File: config.mk
export PLATFORM = sky130hd
export DESIGN_NAME = io_port_ctrl_flat
export DESIGN_NICKNAME = d
export VERILOG_FILES = /design/src/rtl/io_port_ctrl_if.sv /design/src/rtl/io_port_ctrl.sv /design/src/flat_wrapper.sv
export SDC_FILE = /design/constraint.sdc
export NUM_CORES = 1
export LEC_CHECK = 0
export CAP_MARGIN = 25
export CORE_ASPECT_RATIO = 0.9
export CORE_MARGIN = 5
export CORE_UTILIZATION = 54
export DETAILED_ROUTE_END_ITERATION = 7
export HOLD_SLACK_MARGIN = 0.1
export PLACE_DENSITY = 0.88
export SKIP_LAST_GASP = 1
export SLEW_MARGIN = 20
export SYNTH_ARGS = -nofsm -noshare
export SYNTH_HDL_FRONTEND = slang
export SYNTH_SLANG_ARGS = --single-unit
File: constraint.sdc
create_clock -name clock -period 2.4 [get_ports clock]
set_input_delay 0.6 -clock clock [delete_from_list [all_inputs] [get_ports clock]]
set_output_delay 0.6 -clock clock [all_outputs]
set_load 0.02 [all_outputs]
File: src/rtl/io_port_ctrl_if.sv
// Device-side and CPU-side signal bundle for io_port_ctrl.
// master = CPU/device view, slave = the controller.
`timescale 1ns/1ps
interface io_port_ctrl_if #(
    parameter int DATA_W = 8,
    parameter int DEPTH  = 4
);
    localparam int CNT_W = $clog2(DEPTH + 1);

    logic [DATA_W-1:0] ext_in_data;
    logic              ext_in_valid;
    logic              ext_in_ready;
    logic [DATA_W-1:0] ext_out_data;
    logic              ext_out_valid;
    logic              ext_out_ready;
    logic              cpu_inp;
    logic [DATA_W-1:0] cpu_rd_data;
    logic              cpu_out;
    logic [DATA_W-1:0] cpu_wr_data;
    logic              fgi;
    logic              fgo;
    logic              ion;
    logic              iof;
    logic              irq_ack;
    logic              ien;
    logic              irq;
    logic [CNT_W-1:0]  in_count;
    logic [CNT_W-1:0]  out_count;
    logic              err_ovf;
    logic              err_udf;
    logic              err_clr;

    modport master (
        output ext_in_data, ext_in_valid, ext_out_ready,
        output cpu_inp, cpu_out, cpu_wr_data,
        output ion, iof, irq_ack, err_clr,
        input  ext_in_ready, ext_out_data, ext_out_valid,
        input  cpu_rd_data, fgi, fgo, ien, irq,
        input  in_count, out_count, err_ovf, err_udf
    );

    modport slave (
        input  ext_in_data, ext_in_valid, ext_out_ready,
        input  cpu_inp, cpu_out, cpu_wr_data,
        input  ion, iof, irq_ack, err_clr,
        output ext_in_ready, ext_out_data, ext_out_valid,
        output cpu_rd_data, fgi, fgo, ien, irq,
        output in_count, out_count, err_ovf, err_udf
    );
endinterface

File: src/rtl/io_port_ctrl.sv
// Buffered I/O port: device-to-CPU and CPU-to-device FIFOs with FGI/FGO flags,
// interrupt enable, occupancy counters and sticky overflow/underflow flags.
`timescale 1ns/1ps
module io_port_ctrl #(
    parameter int DATA_W = 8,
    parameter int DEPTH  = 4
) (
    input  logic          clock,
    input  logic          reset,
    io_port_ctrl_if.slave bus
);
    localparam int PTR_W = $clog2(DEPTH);
    localparam int CNT_W = $clog2(DEPTH + 1);
    localparam logic [CNT_W-1:0] CNT_FULL = CNT_W'(DEPTH);

    if (DEPTH < 2 || (DEPTH & (DEPTH - 1)) != 0) begin : g_bad_depth
        $error("io_port_ctrl: DEPTH must be a power of 2 and at least 2");
    end

    logic [DATA_W-1:0] in_mem  [DEPTH];
    logic [PTR_W-1:0]  in_wr_ptr;
    logic [PTR_W-1:0]  in_rd_ptr;
    logic [CNT_W-1:0]  in_cnt;

    logic [DATA_W-1:0] out_mem [DEPTH];
    logic [PTR_W-1:0]  out_wr_ptr;
    logic [PTR_W-1:0]  out_rd_ptr;
    logic [CNT_W-1:0]  out_cnt;

    logic ien_q;
    logic ovf_q;
    logic udf_q;

    logic in_full, in_empty, in_push, in_pop;
    logic out_full, out_empty, out_push, out_pop;

    assign in_full   = (in_cnt == CNT_FULL);
    assign in_empty  = (in_cnt == '0);
    assign out_full  = (out_cnt == CNT_FULL);
    assign out_empty = (out_cnt == '0);

    // Handshake qualifiers only use registered full/empty, never the strobes.
    assign in_push  = bus.ext_in_valid & ~in_full;
    assign in_pop   = bus.cpu_inp & ~in_empty;
    assign out_push = bus.cpu_out & ~out_full;
    assign out_pop  = bus.ext_out_ready & ~out_empty;

    always_ff @(posedge clock) begin
        if (!reset) begin
            for (int i = 0; i < DEPTH; i++) in_mem[i] <= '0;
            in_wr_ptr <= '0;
            in_rd_ptr <= '0;
            in_cnt    <= '0;
        end else begin
            if (in_push) begin
                in_mem[in_wr_ptr] <= bus.ext_in_data;
                in_wr_ptr         <= in_wr_ptr + PTR_W'(1);
            end
            if (in_pop) in_rd_ptr <= in_rd_ptr + PTR_W'(1);
            case ({in_push, in_pop})
                2'b10:   in_cnt <= in_cnt + CNT_W'(1);
                2'b01:   in_cnt <= in_cnt - CNT_W'(1);
                default: in_cnt <= in_cnt;
            endcase
        end
    end

    always_ff @(posedge clock) begin
        if (!reset) begin
            for (int i = 0; i < DEPTH; i++) out_mem[i] <= '0;
            out_wr_ptr <= '0;
            out_rd_ptr <= '0;
            out_cnt    <= '0;
        end else begin
            if (out_push) begin
                out_mem[out_wr_ptr] <= bus.cpu_wr_data;
                out_wr_ptr          <= out_wr_ptr + PTR_W'(1);
            end
            if (out_pop) out_rd_ptr <= out_rd_ptr + PTR_W'(1);
            case ({out_push, out_pop})
                2'b10:   out_cnt <= out_cnt + CNT_W'(1);
                2'b01:   out_cnt <= out_cnt - CNT_W'(1);
                default: out_cnt <= out_cnt;
            endcase
        end
    end

    // A new error event outranks err_clr in the same cycle.
    always_ff @(posedge clock) begin
        if (!reset) begin
            ien_q <= 1'b0;
            ovf_q <= 1'b0;
            udf_q <= 1'b0;
        end else begin
            if (bus.irq_ack)  ien_q <= 1'b0;
            else if (bus.iof) ien_q <= 1'b0;
            else if (bus.ion) ien_q <= 1'b1;

            if (bus.cpu_out & out_full) ovf_q <= 1'b1;
            else if (bus.err_clr)       ovf_q <= 1'b0;

            if (bus.cpu_inp & in_empty) udf_q <= 1'b1;
            else if (bus.err_clr)       udf_q <= 1'b0;
        end
    end

    assign bus.ext_in_ready  = ~in_full;
    assign bus.cpu_rd_data   = in_empty ? '0 : in_mem[in_rd_ptr];
    assign bus.fgi           = ~in_empty;
    assign bus.in_count      = in_cnt;

    assign bus.ext_out_valid = ~out_empty;
    assign bus.ext_out_data  = out_empty ? '0 : out_mem[out_rd_ptr];
    assign bus.fgo           = ~out_full;
    assign bus.out_count     = out_cnt;

    assign bus.ien     = ien_q;
    assign bus.irq     = ien_q & (~in_empty | ~out_full);
    assign bus.err_ovf = ovf_q;
    assign bus.err_udf = udf_q;
endmodule

File: src/flat_wrapper.sv
// flat-port wrapper written by rule: the top's interface ports become plain ports
module io_port_ctrl_flat 
#(
    parameter int DATA_W = 8,
    parameter int DEPTH  = 4
)
  (clock, reset, bus_ext_in_data, bus_ext_in_valid, bus_ext_out_ready, bus_cpu_inp, bus_cpu_out, bus_cpu_wr_data, bus_ion, bus_iof, bus_irq_ack, bus_err_clr, bus_ext_in_ready, bus_ext_out_data, bus_ext_out_valid, bus_cpu_rd_data, bus_fgi, bus_fgo, bus_ien, bus_irq, bus_in_count, bus_out_count, bus_err_ovf, bus_err_udf);
  io_port_ctrl_if #(.DATA_W(DATA_W), .DEPTH(DEPTH)) bus_i ();
  input  logic clock;
  input  logic reset;
  input wire logic [$bits(bus_i.ext_in_data)-1:0] bus_ext_in_data;
  input wire logic [$bits(bus_i.ext_in_valid)-1:0] bus_ext_in_valid;
  input wire logic [$bits(bus_i.ext_out_ready)-1:0] bus_ext_out_ready;
  input wire logic [$bits(bus_i.cpu_inp)-1:0] bus_cpu_inp;
  input wire logic [$bits(bus_i.cpu_out)-1:0] bus_cpu_out;
  input wire logic [$bits(bus_i.cpu_wr_data)-1:0] bus_cpu_wr_data;
  input wire logic [$bits(bus_i.ion)-1:0] bus_ion;
  input wire logic [$bits(bus_i.iof)-1:0] bus_iof;
  input wire logic [$bits(bus_i.irq_ack)-1:0] bus_irq_ack;
  input wire logic [$bits(bus_i.err_clr)-1:0] bus_err_clr;
  output wire logic [$bits(bus_i.ext_in_ready)-1:0] bus_ext_in_ready;
  output wire logic [$bits(bus_i.ext_out_data)-1:0] bus_ext_out_data;
  output wire logic [$bits(bus_i.ext_out_valid)-1:0] bus_ext_out_valid;
  output wire logic [$bits(bus_i.cpu_rd_data)-1:0] bus_cpu_rd_data;
  output wire logic [$bits(bus_i.fgi)-1:0] bus_fgi;
  output wire logic [$bits(bus_i.fgo)-1:0] bus_fgo;
  output wire logic [$bits(bus_i.ien)-1:0] bus_ien;
  output wire logic [$bits(bus_i.irq)-1:0] bus_irq;
  output wire logic [$bits(bus_i.in_count)-1:0] bus_in_count;
  output wire logic [$bits(bus_i.out_count)-1:0] bus_out_count;
  output wire logic [$bits(bus_i.err_ovf)-1:0] bus_err_ovf;
  output wire logic [$bits(bus_i.err_udf)-1:0] bus_err_udf;
  assign bus_i.ext_in_data = bus_ext_in_data;
  assign bus_i.ext_in_valid = bus_ext_in_valid;
  assign bus_i.ext_out_ready = bus_ext_out_ready;
  assign bus_i.cpu_inp = bus_cpu_inp;
  assign bus_i.cpu_out = bus_cpu_out;
  assign bus_i.cpu_wr_data = bus_cpu_wr_data;
  assign bus_i.ion = bus_ion;
  assign bus_i.iof = bus_iof;
  assign bus_i.irq_ack = bus_irq_ack;
  assign bus_i.err_clr = bus_err_clr;
  assign bus_ext_in_ready = bus_i.ext_in_ready;
  assign bus_ext_out_data = bus_i.ext_out_data;
  assign bus_ext_out_valid = bus_i.ext_out_valid;
  assign bus_cpu_rd_data = bus_i.cpu_rd_data;
  assign bus_fgi = bus_i.fgi;
  assign bus_fgo = bus_i.fgo;
  assign bus_ien = bus_i.ien;
  assign bus_irq = bus_i.irq;
  assign bus_in_count = bus_i.in_count;
  assign bus_out_count = bus_i.out_count;
  assign bus_err_ovf = bus_i.err_ovf;
  assign bus_err_udf = bus_i.err_udf;
  io_port_ctrl #(.DATA_W(DATA_W), .DEPTH(DEPTH)) u_core (.clock(clock), .reset(reset), .bus(bus_i));
endmodule
* After elaboration in Yosys (flattened, before gate mapping)
Memory sizes are Yosys's and may differ from the RTL's. A register that Yosys moved wholly into a read port is not among the register bits.
Index checks and enable logic that the tools add are counted.
** Word-level totals
- Register bits after elaboration :: 17
- Bits in writable memories :: 64
- Output and inout port bits :: 30
- Word-level logic and storage cells :: 71
- Memories :: 2
** Memories
- u_core.in_mem :: depth 4, width 8, read ports 1, clocked after memory_dff 1, wr ports 4, RTL line io_port_ctrl.sv:20 : logic [DATA_W-1:0] in_mem [DEPTH];
- u_core.out_mem :: depth 4, width 8, read ports 1, clocked after memory_dff 1, wr ports 4, RTL line io_port_ctrl.sv:25 : logic [DATA_W-1:0] out_mem [DEPTH];
** Operators by class
- $add $sub $neg :: 8
- Equal/unequal tests :: 6
- Mux-type cells :: 24
- Bitwise operators :: 13
- Reductions and logical operators :: 9
** Operators with widths (number)
- 2-to-1 mux 8 bit :: 4
- OR reduction 8 bit :: 2
- 2-to-1 mux 1 bit :: 12
- 2-to-1 mux 2 bit :: 6
- one-hot mux 3 bit (2 select lines) :: 2
- adder 2 x 1 -> 2 bit, second input constant :: 4
- nonzero test 2 bit :: 4
- AND 1 bit :: 7
- adder 3 x 1 -> 3 bit, second input constant :: 2
- equality test 3 bit, second input constant :: 2
- zero test 3 bit :: 2
- subtractor 3 x 1 -> 3 bit, second input constant :: 2
- inverter 1 bit :: 5
- equality test 2 x 1 -> 1 bit, second input constant :: 2
- equality test 2 bit, second input constant :: 2
- OR reduction 3 bit :: 1
- OR 1 bit :: 1

* Depth between registers and ports, before layout
Gate-level depths: netlist of run 1.
- Depth in word-level cells :: 8
- Gate-level depth with buffers :: 9
- Depth with buffers taken out :: 9

* Worst setup path before layout of run 1
OpenSTA, ideal clock, no wires.
- Kind :: register -> register
- Start point :: register u_core.out_cnt[2] (netlist: u_core.bus.out_count[2])
- End point :: register u_core.out_cnt[2] (netlist: u_core.bus.out_count[2])
- Setup time :: 0.076 ns
- Arrival time :: 2.369 ns
- Slack :: -0.044 ns
- Cell stages (with the launch flop) :: 10
- Cells stage by stage :: dfxtp_1 -> nor3b_4 -> inv_2 -> nand2_1 -> ha_1 -> inv_1 -> fa_1 -> xor2_1 -> or3_1 -> a21boi_0
** Between the ends
- Word-level cells in the longest chain between the ends :: 5
- Elaborated cells on any way between the ends :: 12
** Ends and longest elaborated chain
- start, declared :: RTL line io_port_ctrl.sv:28 : logic [CNT_W-1:0] out_cnt;
- start signal, assigned :: RTL line io_port_ctrl.sv:81 : 2'b10: out_cnt <= out_cnt + CNT_W'(1);
- start signal, assigned :: RTL line io_port_ctrl.sv:82 : 2'b01: out_cnt <= out_cnt - CNT_W'(1);
- start signal, assigned :: RTL line io_port_ctrl.sv:83 : default: out_cnt <= out_cnt;
- equality test 3 bit * :: RTL line io_port_ctrl.sv:39 : assign out_full = (out_cnt == CNT_FULL);
- inverter 1 bit *
- named net bus_fgo :: RTL line flat_wrapper.sv:26 : output wire logic [$bits(bus_i.fgo)-1:0] bus_fgo;
- AND 1 bit * :: RTL line io_port_ctrl.sv:45 : assign out_push = bus.cpu_out & ~out_full;
- equality test 2 x 1 -> 1 bit or equality test 2 bit (tied branches) :: RTL line io_port_ctrl.sv:80 : case ({out_push, out_pop})
- one-hot mux 3 bit (2 select lines) or nonzero test 2 bit (tied branches)
The timed path passes the listed nets; every way through them passes the cells marked *.
A chain may end at the register's enable or synchronous reset.

* Final worst setup path of run 1
- Start point :: register u_core.in_cnt[0] (netlist: u_core.bus.in_count[0])
- End point :: output port bus_fgi
** Between the ends
- Word-level cells in the longest chain between the ends :: 2
** Ends and longest elaborated chain
- start, declared :: RTL line io_port_ctrl.sv:23 : logic [CNT_W-1:0] in_cnt;
- start signal, assigned :: RTL line io_port_ctrl.sv:61 : 2'b10: in_cnt <= in_cnt + CNT_W'(1);
- start signal, assigned :: RTL line io_port_ctrl.sv:62 : 2'b01: in_cnt <= in_cnt - CNT_W'(1);
- start signal, assigned :: RTL line io_port_ctrl.sv:63 : default: in_cnt <= in_cnt;
- zero test 3 bit :: RTL line io_port_ctrl.sv:38 : assign in_empty = (in_cnt == '0);
- inverter 1 bit :: RTL line io_port_ctrl.sv:109 : assign bus.fgi = ~in_empty;
- end, declared :: RTL line flat_wrapper.sv:25 : output wire logic [$bits(bus_i.fgi)-1:0] bus_fgi;
Every way passes these cells.

==> metrics.csv, run 1 <==
metric,value,unit
synth_nets,321,
finalHoldWorstSlack,0.4987,ns
path_max_fanout,13,
cts_sinks,85,
synth-simple-area-share,0.2357,
dp_hpwl,5.956,mm
hold_viol,0,
skew,0.008267,ns
root_buffer,clkbuf_8,
crit_family,buffers and inverters,
yosys.cell_count.top_type,edfxtp_1,
io_buffers,55,
wl,8.193,mm
rows,29,
viasPerCell,5.362,
maxCapViolations,0,
start_kind,register,
crit_path_end_kind,output port,
path_clk_slew,0.08,ns
period_share,0.9764,
grt_max_degree,33,
synth_compound_area_frac,0.04011,
report.final.slew_viol_count,0,
ios,56,
path_cells,nor3_2 -> buf_6 -> inv_1 -> clkdlybuf4s50_1,
grt_pass1_wl,13.55,mm
drt_pass1_iterations,4,
synth_top_family_by_area,simple AND/OR/NAND/NOR gates,
worst_slew_pin_slew,0.5454,ns
hold_path_class,register to register,
dpl_cell_area,4926,µm²
core,7112,µm²
cts_tree,yes,
grt_pass1_vias,2736,
synthArstFlopShare,0,
drtIter0Drc,128,
max_slew_margin,0.6349,
drive_above_1_share,0.2758,
synth_seq_cells,85,
synth_seq_area_share,0.5866,
critPathArrivalTime,1.74,ns
netlist-cell-type-count,38,
cp_slowest_stage_delay,0.53,ns
die-area,9216,µm²
min_period,2.343,ns
postRouteAntennaNets,0,
num_antenna_cells,0,
tns,0,ns
antenna_found_initial,0,
synth-xor-area-share,0.008775,
synth_area,3993,µm²
clk_path_buf_depth,2,
grt.total_usage,0.1916,
cellLeakagePower,1.991,nW
irDropWorstVdd,0.6045,mV
cts_max_level,3,
setup_ws,0.05665,ns
final-setup-viol-count,0,
crit_buf_inv,3,
synth_top_cell_area_share,0.4814,
post-route-util,0.7092,
synth_edf_count,64,
dp_slack,-0.1387,ns
area_growth,26.32,%
synth_area_per_cell,13.72,µm²
grt_overflow,0,
drc,0,
fin_nets,413,
synth_ff_type,edfxtp_1,
worstSetupPathType,register to output port,
yosysWarningCount,0,
numCtsBuffers,9,
synthTopCellsByCount,"edfxtp_1, and2_1, dfxtp_1",
yosys.area.top_type,edfxtp_1,
place.gp.congestion,0.7868,
synth_area_leaders,"edfxtp_1, dfxtp_1, and2_1",
avgRoutedWirePerCell,17.03,µm
rsz0062_at_grt,yes,
final_area,5044,µm²
crit_slowest_cell,clkdlybuf4s50_1,
power.density,925.6,nW/µm²
max_freq,0.4267,GHz
synth_mux_area_frac,0.09025,
die_x,100.6,µm
synthCells,291,
status,finished clean,
initial_core_util,0.5614,
fp.dieH,91.58,µm
synthAdderAreaFrac,0.01630,
vias,2579,
insertion_delay,0.34,ns
worstPathRequired,1.80,ns
==> cells by family after synthesis <==
| family | count (synthesis) |
|---|---|
| flops | 85 |
| fa+ha+maj | 4 |
| xor+xnor | 4 |
| simple gates | 132 |
| mux | 16 |
| compound gates | 27 |
| buf+inv | 23 |
==> area by class of cell <==
cell class / instances / area [µm²]
Timing Repair Buffer: 91 / 795.8
Fill cell: 494 / 2068
Tap cell: 93 / 116.4
Clock inverter: 6 / 37.54
Sequential cell: 85 / 2346
Inverter: 13 / 48.80
Clock buffer: 10 / 127.6
Multi-Input combinational cell: 183 / 1572
==> registers in the layout (all words and copies together) (netlist names), named ones only <==
name,flops
u_core.in_rd_ptr,2
u_core.bus.err_ovf,1
u_core.bus.ien,1
u_core.bus.out_count,3
u_core.bus.err_udf,1
u_core.in_mem,32
u_core.out_wr_ptr,2
u_core.out_rd_ptr,2
u_core.bus.in_count,3
u_core.out_mem,32
u_core.in_wr_ptr,2
==> cells in the final DEF, fill, tap and decap left out, types with 5 or more instances in the layout <==
master           count
a21boi_0             5
and2_1              61
and2b_1              6
and2b_2              9
and3_1               8
buf_2                8
buf_4               31
clkbuf_2             7
clkbuf_8             9
clkdlybuf4s50_1     36
dfxtp_1             18
edfxtp_1            64
inv_1               11
mux4_2              16
nand2_1             12
nand2b_1             5
nor2b_1              7
o21ai_0             15
==> final timing paths <==
| check | from | endpoint | slack (ns) | depth (start not counted) |
|---|---|---|---|---|
| setup / recovery | u_core.bus.in_count[0] | bus_fgi | 0.06 | 4 |
| hold / removal | u_core.out_rd_ptr[0] | register | 0.50 | 2 |
| setup reg to reg | u_core.bus.in_count[2] | u_core.bus.in_count[2] | 0.25 | 10 |
| hold reg to reg | u_core.out_rd_ptr[0] | register | 0.50 | 2 |
==> per-layer routing <==
layer	wire length [µm]	track usage	vias to the layer above
met5	0	0	-
met4	162	0.07744	0
met3	427	0.02989	12
met2	4342	0.3295	75
met1	3262	0.2400	1262
li1	-	-	1230
==> stage by stage <==
| stage | cells | power [W] |
|---|---|---|
| 6_report | 481 | 0.004668 |
| 5_1_grt | 481 | 0.004935 |
| 4_1_cts | 479 | 0.004733 |
| 3_5_place_dp | 463 | 0.003918 |
| 3_3_place_gp | 463 | 0.003834 |
| 2_1_floorplan | 291 | 0.003038 |
==> timing repair <==
action                     CTS  global route
resized for setup           43            20
setup endpoints to repair   20            18
pin swaps                    0             1
cloned                       0             0
hold buffers                 0             0
buffers inserted             0             2
==> power breakdown <==
group / internal, W / switching [W]
combinational: 0.000941 / 0.000932
sequential: 0.00181 / 0.000123
clock: 0.000375 / 0.000492
==> tightest hold or removal path: stages, from the launching register on <==
cell and delay (ns):
dfxtp_1 0.33, nand2_1 0.07, o21ai_0 0.07
No activity file was read; power rests on OpenSTA's default activity.
==> run 2, diff against run 1 <==
--- a/config.mk
+++ b/config.mk
@@ -8,10 +8,10 @@
 export CAP_MARGIN = 25
 export CORE_ASPECT_RATIO = 0.9
 export CORE_MARGIN = 5
-export CORE_UTILIZATION = 54
+export CORE_UTILIZATION = 50
 export DETAILED_ROUTE_END_ITERATION = 7
 export HOLD_SLACK_MARGIN = 0.1
-export PLACE_DENSITY = 0.88
+export PLACE_DENSITY = 0.83
 export SKIP_LAST_GASP = 1
 export SLEW_MARGIN = 20
 export SYNTH_ARGS = -nofsm -noshare
==> run 2 against run 1 <==
Clock skew is 0.0028 ns higher. Sequential power hardly changed. Hold slack worse by 0.0035 ns. Largest cell class unchanged. Combinational power is 2% higher. Critical path type unchanged.
==> metrics.csv, run 2 (synthesis gave the netlist of run 1 again) <==
metric,value,unit
report.final.slew_viol_count,0,
use_met1,0.2194,
period_share,0.9677,
grtUsageMet2,0.3100,
grt.total_usage,0.1788,
clk_path_buf_depth,2,
holdPathEnd,u_core.in_rd_ptr[0],
min_period,2.322,ns
vias,2561,
dpl_cell_area,4954,µm²
r2r-start,u_core.bus.out_count[0],
io_buffers,55,
final_area,5135,µm²
ctsHoldBuffers,0,
busiest_layer,met2,
insertion_delay,0.35,ns
crit_family,multiplexers,
crit_path_end_kind,output port,
final_common_cell,edfxtp_1,
crit_buf_inv,2,
path_cells,buf_12 -> mux4_2 -> nor2b_1 -> clkdlybuf4s15_2,
num-fill-cells,621,
core,7913,µm²
reg2regPathDepth,9,
use_met3,0.04306,
area_growth,28.61,%
viasPerCell,5.248,
r2r-end,u_core.bus.out_count[2],
worst_slew_pin_slew,0.5635,ns
numCtsBuffers,9,
ios,56,
fin_nets,414,
grt_pass1_vias,2781,
drtIter0Drc,149,
grt_pass1_wl,13.65,mm
num_antenna_cells,0,
layout_common_cells,"edfxtp_1, and2_1, clkdlybuf4s50_1, buf_4, dfxtp_1",
power.density,954.9,nW/µm²
max_freq,0.4306,GHz
max_slew_margin,0.6230,
rows,31,
crit_slowest_cell,mux4_2,
worstSetupPathType,register to output port,
grt_overflow,0,
final-setup-viol-count,0,
place.gp.congestion,0.8317,
initial_core_util,0.5046,
critPathArrivalTime,1.72,ns
cts_sinks,85,
status,finished clean,
drive_above_1_share,0.2853,
start_kind,register,
reg_top3,"u_core.in_mem (32), u_core.out_mem (32)",
final_cells,488,
die_x,104.2,µm
worstPathRequired,1.80,ns
wl,8.248,mm
path_clk_slew,0.08,ns
dp_hpwl,5.806,mm
cellLeakagePower,2.024,nW
hold_viol,0,
cp_slowest_stage_delay,0.49,ns
maxCapViolations,0,
skew,0.01103,ns
whs_path_depth,2,
postRouteAntennaNets,0,
fp.dieH,94.78,µm
drc,0,
die-area,9875,µm²
hold_path_class,register to register,
cts_max_level,3,
cts_setup_buffers,0,
rsz0062_at_grt,no,
path_max_fanout,8,
antenna_found_initial,0,
drt_pass1_iterations,4,
min_from,u_core.in_rd_ptr[0],
root_buffer,clkbuf_8,
irDropWorstVdd,0.6770,mV
place_inst,471,
reg2reg_slack,0.14,ns
grt_max_degree,16,
cts_tree,yes,
avgRoutedWirePerCell,16.90,µm
## run 2: cell count changes in the layout (fill, tap and decap cells not counted), moves of 2 or more
cell | previous run | this run
buf_2 | 8 | 12
clkbuf_2 | 7 | 1
clkdlybuf4s15_2 | 0 | 4
clkinv_2 | 4 | 0
clkinvlp_4 | 0 | 3
dlymetal6s2s_1 | 0 | 2
nor3_2 | 2 | 0
nor3_4 | 0 | 2
## run 2: worst register-to-register path: stages (launching register included)
cell	delay, ns
dfxtp_1	0.44
nor3_4	0.08
buf_4	0.17
and2b_1	0.23
ha_1	0.18
inv_1	0.05
fa_1	0.37
xor2_1	0.16
or3_1	0.31
a21boi_0	0.19
## run 2: repair_timing
item,CTS,global route
gates resized for setup,51,19
setup endpoints to repair,18,17
hold endpoints to repair,0,0
pin swaps,0,1
cloned,0,1
## run 2: how the worst max path moves through the flow
stage                               to  cells past startpoint
4_1_cts             bus_cpu_rd_data[7]                      4
5_1_grt            bus_ext_out_data[2]                      4
2_1_floorplan  u_core.bus.out_count[2]                      9
3_3_place_gp   u_core.bus.out_count[2]                      8
6_report           bus_ext_out_data[2]                      4
3_5_place_dp   u_core.bus.out_count[2]                      8
## run 2: layout make-up
class                   instances  area [µm²]  area share
flip-flops and latches         85        2347      0.4571
multi-input cells             183        1584      0.3085
repair buffers                 92       823.3      0.1603
clock buffers                  10       137.6     0.02680
well taps                      99       123.9     0.02412
clock inverters                 6       70.07     0.01365
inverters                      13       48.80    0.009503
## run 2: metrics by stage
stage / util / TNS (ns) / hold slack [ns] / total power (W) / worst slack [ns]
floorplan: - / 0 / 0.4609 / 0.003038 / 0.01265
global placement: 0.6260 / -0.1469 / 0.4751 / 0.003890 / -0.08767
detailed placement: 0.6260 / -0.3881 / 0.4842 / 0.003936 / -0.2138
CTS: 0.6528 / -0.08265 / 0.4965 / 0.004940 / -0.08265
global route: 0.6490 / 0 / 0.5199 / 0.005194 / 0.0009511
finish: 0.6490 / 0 / 0.4952 / 0.004903 / 0.07756
## run 2: power by group
group	switching, W	internal, W	leakage (nW)	total, W
Clock	0.000535	0.000517	0.0955	0.00105
Sequential	0.000133	0.00181	0.842	0.00194
Combinational	0.000928	0.000984	1.09	0.00191
Total	0.00160	0.00331	2.02	0.00490
## run 2: metal layers
metal | up-vias | wire length, µm
met2 | 71 | 4310
met5 | - | 0
met3 | 6 | 398
li1 | 1232 | -
met1 | 1252 | 3464
met4 | 0 | 74
==> run 3, diff against run 2 <==
--- a/config.mk
+++ b/config.mk
@@ -5,6 +5,7 @@
 export SDC_FILE = /design/constraint.sdc
 export NUM_CORES = 1
 export LEC_CHECK = 0
+export ABC_AREA = 1
 export CAP_MARGIN = 25
 export CORE_ASPECT_RATIO = 0.9
 export CORE_MARGIN = 5
==> run 3 against run 2 <==
Hold slack worse by 0.026 ns. Power down 0.92%. Clock skew up 0.0016 ns. Via count up 22%. Area after synthesis down 1.3%. Combinational power about the same. Largest cell class unchanged.
==> metrics.csv, run 3 <==
metric,value,unit
status,finished clean,
critPathArrivalTime,1.67,ns
post-route-util,0.6356,
cellLeakagePower,1.993,nW
worst_slew_pin_slew,0.5280,ns
num_antenna_cells,0,
fin_nets,532,
ios,56,
wl,8.650,mm
synthTopCellsByCount,"nor2_1, edfxtp_1, inv_1",
drtIter0Drc,138,
place_inst,587,
cts_sinks,85,
synthArstFlopShare,0,
crit_path_end_kind,output port,
viasPerCell,5.196,
skew,0.01267,ns
cts_setup_buffers,0,
dp_hpwl,6.420,mm
drc,0,
final_common_cell,nor2_1,
maxCapViolations,0,
insertion_delay,0.35,ns
synth_top_cell_area_share,0.4876,
synth_area_per_cell,9.145,µm²
root_buffer,clkbuf_8,
postRouteAntennaNets,0,
synth_area,3941,µm²
synth_area_leaders,"edfxtp_1, dfxtp_1, nor2_1",
rsz0062_at_grt,no,
drive_above_1_share,0.1144,
worstPathRequired,1.80,ns
hold_viol,0,
place.gp.congestion,0.8048,
drt_pass1_iterations,4,
worstSetupPathType,register to output port,
ctsHoldBuffers,0,
clk_path_buf_depth,2,
final_cells,603,
tns,0,ns
num-fill-cells,633,
fp.dieH,94.23,µm
synthCells,431,
clkPwrFrac,0.212,
p_seq_frac,0.398,
irDropWorstVdd,0.6881,mV
grt_overflow,0,
yosysWarningCount,0,
netlist-cell-type-count,27,
initial_core_util,0.5172,
yosys.cell_count.top_type,nor2_1,
period_share,0.9467,
path_clk_slew,0.07,ns
synth_ff_type,edfxtp_1,
p_switching,0.001830,W
min_period,2.272,ns
final-setup-viol-count,0,
cts_tree,yes,
rows,30,
die_x,103.6,µm
grt.total_usage,0.1847,
synth_nets,461,
area_growth,22.89,%
grt_max_degree,18,
numCtsBuffers,9,
synth_seq_cells,85,
yosys.area.top_type,edfxtp_1,
report.final.slew_viol_count,0,
start_kind,register,
hold_path_class,register to register,
grt_pass1_wl,14.48,mm
grt_pass1_vias,3189,
max_freq,0.4401,GHz
power.density,1003,nW/µm²
reg_top3,"u_core.in_mem (32), u_core.out_mem (32)",
io_buffers,55,
max_slew_margin,0.6475,
power.internal,0.003028,W
core,7620,µm²
vias,3133,
die-area,9760,µm²
avgRoutedWirePerCell,14.34,µm
layout_common_cells,"nor2_1, edfxtp_1, inv_1, o21ai_0, clkdlybuf4s50_1",
antenna_found_initial,0,
synth_seq_area_share,0.5943,
cts_max_level,3,
path_max_fanout,9,
synth_edf_count,64,
switching_share,0.3766,
pwr-share-comb,0.390,
run 3: final timing paths:
kind                                        startpoint                endpoint  slack [ns]  cells after the start
worst max register to register  u_core.bus.in_count[0]  u_core.bus.in_count[2]        0.41                     12
worst min register to register      u_core.bus.err_udf      u_core.bus.err_udf        0.47                      2
worst min-delay path                u_core.bus.err_udf      u_core.bus.err_udf        0.47                      2
worst max-delay path            u_core.bus.in_count[0]      bus_cpu_rd_data[0]        0.13                      5
run 3: worst max-delay path: stages, from the launching register on:
cell,delay [ns]
dfxtp_1,0.37
nor2_2,0.22
nand2_2,0.15
inv_2,0.19
a21oi_1,0.06
dlygate4sd2_1,0.33
run 3: cells by family (layout without fill, tap and decap cells):
family / after synthesis / in the layout / synth area share
AO/OA/AOI/OAI: 74 / 74 / 0.09460
adder cells (fa/ha/maj): 4 / 4 / 0.01651
buffers and inverters: 73 / 149 / 0.07810
AND/OR/NAND/NOR: 195 / 195 / 0.2165
flip-flops: 85 / 85 / 0.5943
run 3: what timing repair did:
| item | in CTS | in global routing |
|---|---|---|
| pin swaps | 0 | 0 |
| cloned | 0 | 0 |
| setup endpoints to repair | 17 | 7 |
| gates resized for setup | 19 | 14 |
run 3: cell type report:
cell class                 instances  area (µm²)  share of cell area
multi-input combinational        273        1294              0.2671
clock inverter                     3       43.79            0.009042
tap                               96       120.1             0.02480
sequential                        85        2342              0.4836
clock buffer                      13       160.2             0.03307
timing repair buffer              75       665.6              0.1374
inverter                          58       217.7             0.04495
run 3: routing by layer:
layer | vias up | share of wire | wire, µm | track usage
met4 | 0 | 0.0091 | 79 | 0.06995
met2 | 89 | 0.50 | 4348 | 0.3190
met1 | 1477 | 0.43 | 3747 | 0.2273
met3 | 8 | 0.055 | 474 | 0.03986
li1 | 1559 | - | - | -
met5 | - | 0 | 0 | 0
run 3: through the flow:
| step | worst slack [ns] | instance area (µm²) | total power [W] | hold slack, ns |
|---|---|---|---|---|
| floorplan | 0.3387 | 3941 | 0.003140 | 0.4676 |
| global placement | 0.1016 | 4684 | 0.003900 | 0.4580 |
| detailed placement | 0.007699 | 4684 | 0.003975 | 0.4573 |
| CTS | 0.05462 | 4870 | 0.004899 | 0.4711 |
| global route | 0.01680 | 4843 | 0.005189 | 0.4950 |
| finish | 0.1280 | 4843 | 0.004858 | 0.4691 |
run 3: power groups by stage:
stage | clock network, W | registers, W | logic, W
2_1_floorplan | 0 | 0.00199 | 0.00115
3_5_place_dp | 0 | 0.00196 | 0.00201
5_1_grt | 0.00112 | 0.00196 | 0.00211
4_1_cts | 0.00105 | 0.00193 | 0.00192
3_3_place_gp | 0 | 0.00195 | 0.00195
6_report | 0.00103 | 0.00193 | 0.00190
